## config.mk

```make
export PLATFORM = sky130hd
export DESIGN_NAME = stepper_segment_sequencer
export DESIGN_NICKNAME = d
export VERILOG_FILES = /design/src/rtl/stepper_segment_sequencer.sv
export SDC_FILE = /design/constraint.sdc
export NUM_CORES = 1
export LEC_CHECK = 0
export BUFFER_PORTS_ARGS = -buffer_cell sky130_fd_sc_hd__buf_4
export CAP_MARGIN = 10
export CELL_PAD_IN_SITES_DETAIL_PLACEMENT = 1
export CELL_PAD_IN_SITES_GLOBAL_PLACEMENT = 1
export CORE_UTILIZATION = 33
export DETAILED_ROUTE_END_ITERATION = 12
export PLACE_DENSITY = 0.64
export SYNTH_ARGS = -nofsm -noshare
export SYNTH_HDL_FRONTEND = slang
export SYNTH_SLANG_ARGS = --single-unit
```

## constraint.sdc

```tcl
create_clock -name clk -period 2.8 [get_ports clk]
set_clock_uncertainty 0.05 [all_clocks]
set_input_delay 0.56 -clock clk [delete_from_list [all_inputs] [get_ports clk]]
set_output_delay 0.56 -clock clk [all_outputs]
set_load 0.03 [all_outputs]
```

## src/rtl/stepper_segment_sequencer.sv

```systemverilog
// Segment sequencer: the CPU stages {count, period, dir} through byte registers and
// pushes them into a small FIFO; segments are replayed as step_x pulse trains on one axis.
module stepper_segment_sequencer #(
  parameter int FIFO_DEPTH = 4,
  parameter int PULSE_W    = 4,
  parameter int DIR_SETUP  = 2
) (
  input  logic       clk,
  input  logic       reset,
  input  logic       rd,
  input  logic       wr,
  input  logic [7:0] cpu_addr,
  input  logic [7:0] cpu_data_in,
  output logic [7:0] cpu_data_out,
  output logic       dir_x,
  output logic       step_x
);

  localparam int AW = (FIFO_DEPTH > 1) ? $clog2(FIFO_DEPTH) : 1;
  localparam logic [15:0] PE_MIN  = 16'(PULSE_W + 1);
  localparam logic [15:0] PW_LAST = 16'(PULSE_W - 1);
  localparam logic [15:0] DS_LAST = 16'(DIR_SETUP - 1);
  localparam logic [AW:0] LVL_ONE  = (AW+1)'(1);
  localparam logic [AW:0] LVL_FULL = (AW+1)'(FIFO_DEPTH);
  localparam logic [AW-1:0] PTR_ONE = AW'(1);

  typedef enum logic [2:0] {IDLE, LOAD, DSETUP, PULSE, WAIT} state_t;

  state_t        state_reg, state_next;
  logic [15:0]   phase_reg, phase_next;
  logic [15:0]   count_stage_reg, period_stage_reg;
  logic [15:0]   remaining_reg, pe_reg;
  logic          dir_reg, step_reg, overflow_reg;
  logic [AW-1:0] wr_ptr_reg, rd_ptr_reg;
  logic [AW:0]   level_reg;
  logic [32:0]   fifo_mem [FIFO_DEPTH];
  logic [7:0]    rd_data;

  logic push_req, cmd_wr, abort, clr_ovf, full, empty, push_ok, pop, period_done;
  logic [32:0] head;
  logic [15:0] head_count, head_period, head_pe;
  logic        head_dir;

  assign push_req = wr && (cpu_addr == 8'h04);
  assign cmd_wr   = wr && (cpu_addr == 8'h06);
  assign abort    = cmd_wr && cpu_data_in[0];
  assign clr_ovf  = cmd_wr && cpu_data_in[1];
  assign full     = (level_reg == LVL_FULL);
  assign empty    = (level_reg == '0);
  // A full FIFO drops the push even when LOAD frees a slot in the same cycle.
  assign push_ok  = push_req && !full && !abort;
  assign pop      = (state_reg == LOAD) && !abort;

  assign head        = fifo_mem[rd_ptr_reg];
  assign head_count  = head[15:0];
  assign head_period = head[31:16];
  assign head_dir    = head[32];
  assign head_pe     = (head_period < PE_MIN) ? PE_MIN : head_period;
  assign period_done = (phase_reg == pe_reg - 16'd1);

  always_comb begin
    state_next = state_reg;
    phase_next = phase_reg;
    case (state_reg)
      IDLE: if (!empty) state_next = LOAD;
      LOAD: begin
        phase_next = '0;
        if (head_count == 16'd0)
          state_next = (level_reg > LVL_ONE) ? LOAD : IDLE;
        else if (head_dir != dir_reg)
          state_next = DSETUP;
        else
          state_next = PULSE;
      end
      DSETUP: begin
        if (phase_reg == DS_LAST) begin
          state_next = PULSE;
          phase_next = '0;
        end else begin
          phase_next = phase_reg + 16'd1;
        end
      end
      PULSE: begin
        phase_next = phase_reg + 16'd1;
        if (phase_reg == PW_LAST) state_next = WAIT;
      end
      WAIT: begin
        // phase keeps counting from the first PULSE cycle so rises are exactly Pe apart
        if (period_done) begin
          phase_next = '0;
          if (remaining_reg > 16'd1) state_next = PULSE;
          else if (!empty)           state_next = LOAD;
          else                       state_next = IDLE;
        end else begin
          phase_next = phase_reg + 16'd1;
        end
      end
      default: state_next = IDLE;
    endcase
    if (abort) begin
      state_next = IDLE;
      phase_next = '0;
    end
  end

  always_ff @(posedge clk or negedge reset) begin
    if (!reset) begin
      state_reg     <= IDLE;
      phase_reg     <= '0;
      step_reg      <= 1'b0;
      dir_reg       <= 1'b0;
      remaining_reg <= '0;
      pe_reg        <= PE_MIN;
    end else begin
      state_reg <= state_next;
      phase_reg <= phase_next;
      step_reg  <= (state_next == PULSE);
      if (abort) begin
        remaining_reg <= '0;
      end else if (state_reg == LOAD) begin
        remaining_reg <= head_count;
        pe_reg        <= head_pe;
        if (head_count != 16'd0) dir_reg <= head_dir;
      end else if (state_reg == WAIT && period_done) begin
        remaining_reg <= remaining_reg - 16'd1;
      end
    end
  end

  always_ff @(posedge clk or negedge reset) begin
    if (!reset) begin
      wr_ptr_reg       <= '0;
      rd_ptr_reg       <= '0;
      level_reg        <= '0;
      overflow_reg     <= 1'b0;
      count_stage_reg  <= '0;
      period_stage_reg <= '0;
      cpu_data_out     <= 8'h00;
    end else begin
      if (abort) begin
        wr_ptr_reg <= '0;
        rd_ptr_reg <= '0;
        level_reg  <= '0;
      end else begin
        if (push_ok) wr_ptr_reg <= wr_ptr_reg + PTR_ONE;
        if (pop)     rd_ptr_reg <= rd_ptr_reg + PTR_ONE;
        if (push_ok && !pop)      level_reg <= level_reg + LVL_ONE;
        else if (!push_ok && pop) level_reg <= level_reg - LVL_ONE;
      end
      if (push_req && full && !abort) overflow_reg <= 1'b1;
      else if (clr_ovf)               overflow_reg <= 1'b0;
      if (wr) begin
        case (cpu_addr)
          8'h00: count_stage_reg[7:0]   <= cpu_data_in;
          8'h01: count_stage_reg[15:8]  <= cpu_data_in;
          8'h02: period_stage_reg[7:0]  <= cpu_data_in;
          8'h03: period_stage_reg[15:8] <= cpu_data_in;
          default: ;
        endcase
      end
      if (rd) cpu_data_out <= rd_data;
    end
  end

  always_ff @(posedge clk) begin
    if (push_ok) fifo_mem[wr_ptr_reg] <= {cpu_data_in[0], period_stage_reg, count_stage_reg};
  end

  always_comb begin
    rd_data = 8'h00;
    case (cpu_addr)
      8'h00: rd_data = count_stage_reg[7:0];
      8'h01: rd_data = count_stage_reg[15:8];
      8'h02: rd_data = period_stage_reg[7:0];
      8'h03: rd_data = period_stage_reg[15:8];
      8'h05: rd_data = {1'b0, 3'(level_reg), overflow_reg, empty, full, (state_reg != IDLE)};
      8'h07: rd_data = remaining_reg[7:0];
      default: ;
    endcase
  end

  assign dir_x  = dir_reg;
  assign step_x = step_reg;

endmodule

```

Word level (Yosys, flattened, before mapping)

Memory sizes are Yosys's and may differ from the RTL's.
Cells that the tools add are included.
W data, S select, Z words.

RAM bits: 132
Input bits: 20
Output and inout port bits: 10
Memories kept: 1
Bits in read-only memories: 0
Bits in latches: 0
Register bits: 101
Word-level logic and storage cells: 109

Memory list:

| name     | words | bits a word | read ports | clocked after memory_dff | write ports | line | source |
|---|---|---|---|---|---|---|---|
| fifo_mem | 4     | 33          | 1          | 0                        | 1           | 36   | `logic [32:0] fifo_mem [FIFO_DEPTH];` |

Multiplexer cells: 31
Shift-type cells: 0
Add/sub/neg operators: 7
$mul: 0
Bitwise operators: 1
Equal/unequal tests: 17
Order comparisons: 3
Divide/modulo/power cells: 0
Reduce and logical (&&, ||, !) cells: 34

Operator list:

| cell                    | number |
|---|---|
| $mux W16                | 7 |
| $pmux W16 S4            | 1 |
| $pmux W8 S6             | 1 |
| $eq A8 B3 Y1 const B    | 4 |
| $sub A16 B1 Y16 const B | 2 |
| $mux W3                 | 8 |
| $add A16 B1 Y16 const B | 1 |
| $eq A16 B1 Y1 const B   | 1 |
| $eq A16 B16 Y1          | 1 |
| $eq A16 B2 Y1 const B   | 1 |
| $eq A8 B2 Y1 const B    | 2 |
| $gt A16 B1 Y1 const B   | 1 |
| $logic_not A16 Y1       | 1 |
| $lt A16 B3 Y1 const B   | 1 |
| $reduce_bool A16 Y1     | 1 |
| $pmux W3 S5             | 1 |
| $logic_and A1 B1 Y1     | 12 |
| $mux W2                 | 6 |
| $reduce_and A2 Y1       | 5 |
| $eq A3 B2 Y1 const B    | 3 |
| $reduce_bool A3 Y1      | 3 |
| $eq A8 B1 Y1 const B    | 1 |
| $logic_not A8 Y1        | 1 |
| $mux W1                 | 7 |
| 13 further kinds        | 21 |

Logic depth before layout (Yosys ltp)

Depth in word-level cells: 10
Depth in mapped cells: 11
Mapped depth without buffers: 10

Worst setup path after synthesis

Ideal clock, no wire load.

Path kind: in2reg
From: input port cpu_addr[5]
To: memory fifo_mem[0][0], enable pin
Stages: 7
Arrival time: 3.033 ns
Buffers on the path: 3
Setup slack: -0.676 ns
Data required time: 2.357 ns
Setup time: 0.393 ns
Cells stage by stage: or4_1 > buf_2 > nor4b_4 > and3_1 > clkbuf_1 > clkbuf_1 > and2_1

Cells in the longest elaborated chain, start to end: 7
Elaborated cells on any way between the ends: 10
Classes of those cells: 2 x eq/ne; 2 x mux; 6 x reduce/logical

Ends and longest elaborated chain:

| item                            | line | source |
|---|---|---|
| start: declaration              | 12   | `input logic [7:0] cpu_addr,` |
| $eq A8 B3 Y1                    | 45   | `assign cmd_wr = wr && (cpu_addr == 8'h06);` |
| $logic_and A1 B1 Y1             | 45   |  |
| $logic_and A1 B1 Y1             | 46   | `assign abort = cmd_wr && cpu_data_in[0];` |
| $logic_not A1 Y1                | 51   | `assign push_ok = push_req && !full && !abort;` |
| $logic_and A1 B1 Y1 *           | 51   |  |
| $mux W1 *                       | 166  | `if (push_ok) fifo_mem[wr_ptr_reg] <= {cpu_data_in[0], period_stage_reg, count_stage_reg};` |
| $mux W1 (not written as such) * | 166  |  |
| end: declaration                | 36   |  |

Every way passes the cells marked *; elsewhere a longest branch is shown, timed or not.

Final worst setup path

From: register pe_reg[0]
To: register phase_reg[5]

Cells in the longest elaborated chain, start to end: 5

Ends and longest elaborated chain:

| item                     | line | source |
|---|---|---|
| start: declaration       | 32   | `logic [15:0] remaining_reg, pe_reg;` |
| start signal: assignment | 122  | `pe_reg <= head_pe;` |
| $sub A16 B1 Y16          | 59   | `assign period_done = (phase_reg == pe_reg - 16'd1);` |
| $eq A16 B16 Y1           | 59   |  |
| $mux W16                 | 89   | `if (period_done) begin` |
| $pmux W16 S4             | 64   | `case (state_reg)` |
| $mux W16                 | 100  | `if (abort) begin` |
| end signal: assignment   | 116  | `phase_reg <= phase_next;` |
| end: declaration         | 30   | `logic [15:0] phase_reg, phase_next;` |

No other way between the ends.
A chain may end at the register's enable or synchronous reset.

==> metrics.md <==
| Metric | Value |
|---|---|
| DR DRC count | 0 |
| Synth Warn # | 0 |
| Initial DRC count | just under 500 |
| Number of CTS-inserted buffers | 27 |
| # setup viols final | 0 |
| CP endpoint kind | flip-flop |
| Power Density | slightly above 900 nW/um2 |
| Library cells used by synthesis | 67 |
| RSZ-0062 raised after global routing | yes |
| Outcome | finished clean |
| Crit start category | flip-flop |
| Fillers | ~3400 |
| Slew HR | 0.5254 |
| CP max FO | 6 |
| Total grt overflow | 0 |
| Post-synthesis cell count | about 800 |
| WP depth | 12 |
| P_leak | 0.005320 uW |
| H-tree levels | 1 |
| Synth Net Count | between 800 and 900 |
| First-pass GRT wire length | between 40 and 50 mm |
| Synth top area share | 0.3670 |
| Largest net degree at the start of global routing | 51 |
| Via count | between 7000 and 8000 |
| Final worst-path cycle share | 0.9980 |
| Post-synth EDFFs | approximately 130 |
| Max stage delay on crit path | around 0.55 ns |
| FF-to-FF path depth | 12 |
| Post-Syn Area per Cell | ~13 um2 |
| Delay-heaviest family, CP | simple AND/OR/NAND/NOR gates |
| Dpl ws | -0.2511 ns |
| Critical Path AT | about 3.2 ns |
| Clk Latency, worst-skew pair | between 0.5 and 0.6 ns |
| DIE WIDTH | between 150 and 200 um |
| Antenna Violating Nets Remaining | 0 |
| Vias in the first global route | ~7600 |
| Row count | 65 |
| Async set-reset flop share out of synthesis | 0.4335 |
| Setup Crit Path Kind | flip-flop to flip-flop |
| VDD IR max | 0.0004600 V |
| CTS clock-pin slew for the worst setup and hold paths | 0.06 ns |
| Drt pass-1 iters | 4 |
| Post-Layout Cell Count | around 1400 |
| CTS tree | done |
| Post-detail-place hpwl | 20.90 mm |
| Layout cells sized above 1 | 0.3116 |
| Commonest non-fill, non-tap cell in the layout | edfxtp_1 |
| Critical Path RT | around 3.2 ns |
| Main flop type after synthesis | edfxtp_1 |
| Flip-flop count of the largest register after layout | between 100 and 150 |
| Final WS setup | around 0.0056 ns |
| WL/cell | about 21 um |
| # diodes | 0 |
| Worst path bufs/invs | 4 |
| Worst slew pin tran | just over 0.7 ns |
| Synth Register Bits | between 200 and 250 |
| Total track usage | 0.1778 |
| Total Power | 12210 uW |
| Top cells by area in the synthesized netlist | edfxtp_1 (37%), dfrtp_1 (23%), mux4_2 (7.3%) |
| CORE AREA | between 30000 and 40000 um2 |
| Most frequent cells in the layout | edfxtp_1 (132), buf_4 (100), dfrtp_1 (96) |
| Die Height | around 180 um |
| Slew Limit Fails | 0 |
| Critical-path cell list | buf_6 -> or3_4 -> nor3_2 -> or4_4 -> a31oi_4 -> buf_6 -> nand4bb_4 -> a31oi_4 -> buf_12 -> buf_12 -> nor2_1 -> a211o_1 |
| Hold Fails Final Rpt | 0 |
| Sequential element share of the synthesized area | 0.6013 |
| Largest Register | fifo_mem |
| Die area | 33460 um2 |
| CTS Sinks | 233 |
| Cell taking the most area after synthesis | edfxtp_1 |
| Critical-path top delay cell | dfstp_2 |
| DR vias/cell | roughly 5.2 |
| Routed WL | slightly below 30 mm |
| Final min period | 2.794 ns |
| PortBufs | 29 |
| GPL Wtd Cong | a little over 0.8 |
| NumNets Final | 964 |
| Max Clock Freq | 357.9 MHz |
| Initial antenna violation count | 0 |
| CTS max path bufs | 3 |
| Hold Crit Depth | 2 |
| Root Driver | clkbuf_16 |
| Worst Hold Class | input port to flip-flop |
| Initial Util | 0.3388 |
| Dpl cells | 1323 |
| Max_cap viols | 0 |
| Area Growth Syn to Fin | 24.02% |
| # IOs | 30 |
| Mapped cell area | 10800 um2 |
final cells by class:
cell class                 count  area (um2)  share of cell area
inverter                      15       56.30            0.004204
tap                          435       544.3             0.04064
timing repair buffer         123        1169             0.08725
sequential                   233        6497              0.4851
multi-input combinational    532        4274              0.3191
clock buffer                  32       704.4             0.05259
clock inverter                18       148.9             0.01112
path summary, 6_finish.rpt:
| check | start | end | slack [ns] |
|---|---|---|---|
| worst max-delay path | pe_reg[0] | phase_reg[5] | 0.006 |
| max in group asynchronous | reset | pe_reg[0] | 1.48 |
| worst max register to register | pe_reg[0] | phase_reg[5] | 0.006 |
| min in group asynchronous | reset | remaining_reg[11] | 0.49 |
| worst min-delay path | cpu_data_in[5] | count_stage_reg[5] | 0.22 |
| worst min register to register | pe_reg[15] | pe_reg[15] | 0.45 |
metrics by stage:
step	TNS, ns	instance area, um2	utilization	hold WS [ns]
finish	0	13390	0.4201	0.2239
CTS	-0.01235	13030	0.4088	0.2038
detailed placement	-32.80	12150	0.3810	0.4500
global placement	-27.29	12150	0.3810	0.4320
global route	-0.4739	13390	0.4201	0.2158
floorplan	0	10820	-	0.2144
layer usage:
| metal | vias up | wire length (um) | global-route usage |
|---|---|---|---|
| li1 | 3332 | - | - |
| met2 | 129 | 14230 | 0.2924 |
| met4 | 0 | 754 | 0.04933 |
| met5 | - | 0 | 0 |
| met3 | 48 | 1200 | 0.02899 |
| met1 | 3718 | 13290 | 0.2437 |
Yosys cell counts, types with 8 or more instances:
cell	instances
edfxtp_1	132
mux2_2	41
buf_2	10
nand2b_1	10
clkbuf_1	24
nor3_1	19
nor4_1	19
ha_1	12
a21o_1	9
nor2_1	58
nand4_1	8
o21ai_0	34
a21oi_1	27
and3_1	12
and2_1	9
dfrtp_1	99
a22oi_1	9
nand3_1	12
nor2b_1	8
xnor2_1	13
nand2_1	84
mux4_2	35
xor2_1	13
inv_1	15
logic make-up after synthesis:
kind of cell | after synthesis | share of synthesized area
AO/OA/AOI/OAI | 133 | 0.08271
buffers and inverters | 58 | 0.02317
adder cells (fa/ha/maj) | 12 | 0.01390
XOR/XNOR | 26 | 0.02108
flip-flops | 233 | 0.6013
AND/OR/NAND/NOR | 279 | 0.1366
multiplexers | 82 | 0.1213
power by group:
part / internal [uW] / switching, uW
combinational: 2040 / 2270
clock: 1910 / 1470
sequential: 4010 / 517
total: 7960 / 4250
what timing repair did:
action | in CTS | in global routing
hold buffers | 1 | 0
buffers inserted | 0 | 12
resized for setup | 5 | 44
hold endpoints to repair | 31 | 0
pin swaps | 2 | 26
setup endpoints to repair | 15 | 29
gates cloned | 0 | 2
Power figures use the tool's default switching activity.
